===== src/rtl/sat_counter.sv =====
// Up-counter with synchronous clear; optionally holds at all-ones.
// Reset is synchronous and active-low.
module sat_counter #(
    parameter int WIDTH    = 32,
    parameter bit SATURATE = 1'b0
) (
    input  logic             clk,
    input  logic             rst_n,
    input  logic             clear,
    input  logic             inc,
    output logic [WIDTH-1:0] count
);

    logic at_max;

    assign at_max = SATURATE && (&count);

    always_ff @(posedge clk) begin
        if (!rst_n) begin
            count <= '0;
        end else if (clear) begin
            count <= '0;
        end else if (inc && !at_max) begin
            count <= count + WIDTH'(1);
        end
    end

endmodule


===== config.mk =====
export PLATFORM = sky130hd
export DESIGN_NAME = sat_counter
export DESIGN_NICKNAME = d
export VERILOG_FILES = /design/src/rtl/sat_counter.sv
export SDC_FILE = /design/constraint.sdc
export NUM_CORES = 1
export LEC_CHECK = 0
export ABC_AREA = 1
export CAP_MARGIN = 10
export CORE_MARGIN = 1
export CORE_UTILIZATION = 25
export DETAILED_ROUTE_END_ITERATION = 12
export PLACE_DENSITY = 0.55
export SYNTH_ARGS = -nofsm -noshare
export SYNTH_HDL_FRONTEND = slang
export SYNTH_SLANG_ARGS = --single-unit

===== constraint.sdc =====
create_clock -name clk -period 3.44 [get_ports clk]
set_input_delay 0.688 -clock clk [delete_from_list [all_inputs] [get_ports clk]]
set_output_delay 0.688 -clock clk [all_outputs]
set_load 0.01 [all_outputs]

==> impl_metrics.yaml <==
final_layout:
  multi_input_area_um2: 995
  n_antenna_cell: 0
  regArea_um2: 641
  area_growth_pct: 30.5
  drive_gt1_frac: 0.0833
  fillers: 750
  top_regs: "count: 32 flops"
  largest_reg_flops: 32
  regMostFlops: "count"
  final_nets: 328
  fin_area_mm2: 0.00235
detailed_routing:
  drt-total-wl_um: 4850
  drc: 0
  vias: 1834
  antenna_left: 0
  dr.pass1.iters: 4
  vias_per_cell: 4.37
  wl_per_cell_um: 11.6
  drtIter0Drc: 85
critical_path:
  crit_path_end_kind: "output pin"
  start_kind: "register"
  r2r-end: "count[28]"
  worstSetupPathType: "reg2out"
  worstRegToRegCells: 8
  critPathTopFamily: "buffers and inverters"
  path_cells: "clkdlybuf4s50_1"
  cpMaxStageDelayCell: "clkdlybuf4s50_1"
  cp_max_fo: 7
  cp-startpoint: "count[27]"
  cp_num_cells: 1
  r2r-start: "count[0]"
  crit_buf_inv: 1
  critPathRequiredTime_ns: 2.75
  max_stage_delay_ns: 0.60
  r2r_slack_ns: 1.82
  cp.arrival_ns: 1.38
placed_design:
  port_buffers: 35
  postPlaceCellArea_mm2: 0.00226
  place.gp.congestion: 0.874
  dp_hpwl_um: 3740
  dp_slack_ns: 1.15
power:
  power.density_mw_per_mm2: 298
  p_leak_nw: 0.805
  peakVddDrop_mv: 0.118
  p_clk_frac: 0.438
  combPwrFrac: 0.029
  power_switching_mw: 0.157
  p_seq_frac: 0.533
  power_mw: 0.699
  p_int_mw: 0.542
  swShare: 0.224
synth:
  ys_warn_count: 0
  synth_ff_type: "dfxtp_1"
  async_flop_share: 0
  synth_edf_count: 0
  synth.net_count: 289
  ys_types: 20
  syn_area_mm2: 0.00180
  avgSynthCellArea_um2: 6.33
  ys_ff_latch: 32
  synth_cells: 284
  ys_seq_area_frac: 0.356
timing:
  tightest_slew_ns: 0.450
  hold_slack_ns: 0.515
  fin_ws_ns: 1.37
  fin_crit_ns: 2.07
  setup_violations: 0
  hold_viol_final: 0
  slew_headroom: 0.700
  drv_slew: 0
  fmax_mhz: 483
  tns_ns: 0
  finClkSkew_ns: 0.00639
  fin_crit_sh: 0.601
  rsz0062_at_grt: "no"
clocking:
  h-tree-depth: 2
  cts_buffers: 5
  cts.sinks: 32
  root_buffer: "clkbuf_8"
  postCtsSetupBuffers: 0
  clk_latency_ns: 0.29
  post_cts_resized: 0
  cts_buffer_depth: 2
  clk_pin_slew_ns: 0.07
  cts-hold-fix-buffers: 0
  cts_tree: "yes"
job:
  max-cap-violations: 0
global_route:
  antenna_found_initial: 0
  track_usage: 0.142
  grt_pass1_vias: 1701
  grt_start_max_net_pins: 23
  grt_pass1_wl_um: 8280
  grt_overflow: 0
floorplan:
  start_util: 0.262
  row_count: 30
  die_h_um: 86.8
  pin_count: 36
  die_area_mm2: 0.00754
  die_w_um: 86.8
  core_area_mm2: 0.00687
worst_hold_path:
  whs_endpoint: "count[9]"
  hold_start: "count[9]"
  hold_path_depth: 2
  hold_path_class: "reg2reg"
status:
  status: "finished clean"
power groups by stage:
stage                     registers (mW)  logic, mW  clock network (mW)
after detailed placement           0.381     0.0205                   0
after CTS                          0.372     0.0206               0.315
after global routing               0.372     0.0227               0.330
final                              0.373     0.0201               0.306
after global placement             0.381     0.0203                   0
after floorplan                    0.381     0.0121                   0
layout make-up:
class,instances,area share
Multi-Input combinational cell,210,0.424
Sequential cell,32,0.273
Timing Repair Buffer,36,0.153
Inverter,38,0.0608
Tap cell,96,0.0512
Clock buffer,8,0.0384
per-stage QoR:
stage	utilization	std cells
after global routing	0.342	420
after CTS	0.342	420
after detailed placement	0.328	412
after global placement	0.328	412
after floorplan	-	284
final	0.342	420
logic make-up after synthesis:
group | Yosys count | share of synthesized area
DFF | 32 | 0.356
buffers and inverters | 42 | 0.0905
AOI/OAI and AO/OA | 31 | 0.0891
and+or+nand+nor | 177 | 0.452
adders and majority gates | 1 | 0.00696
xor gates and xnor gates | 1 | 0.00487
synthesized netlist by cell type (all sizes together) (2+ instances only):
library cell	number	share of area
a21oi	20	0.056
buf	2	0.0070
clkbuf	2	0.0042
dfxtp	32	0.36
inv	38	0.079
nand2	77	0.17
nand3	21	0.067
nand4	11	0.038
nor2	66	0.18
nor3	2	0.0056
o21ai	9	0.025
how the worst max path moves through the flow:
stage	slack, ns	end
detailed placement	1.15	count[27]
global placement	1.20	count[28]
global route	1.31	count[28]
CTS	1.39	count[26]
finish	1.37	count[27]
floorplan	1.89	count[27]
per-layer routing:
layer	up-vias	GRT usage	wire, µm
met1	821	0.192	2430
met3	6	0.0381	234
li1	977	-	-
met5	-	0	0
met2	30	0.217	2120
met4	0	0.0485	70
layout by cell type (no fill, tap or decap), types with 6 or more instances in the layout:
master	count
nand2_1	73
nor2_2	6
inv_1	38
nand3_1	18
nand4_1	11
nor2_4	7
nor2_1	53
a21oi_1	20
clkdlybuf4s50_1	35
dfxtp_1	32
clkbuf_8	6
o21ai_0	9
Power figures use the tool's default switching activity.
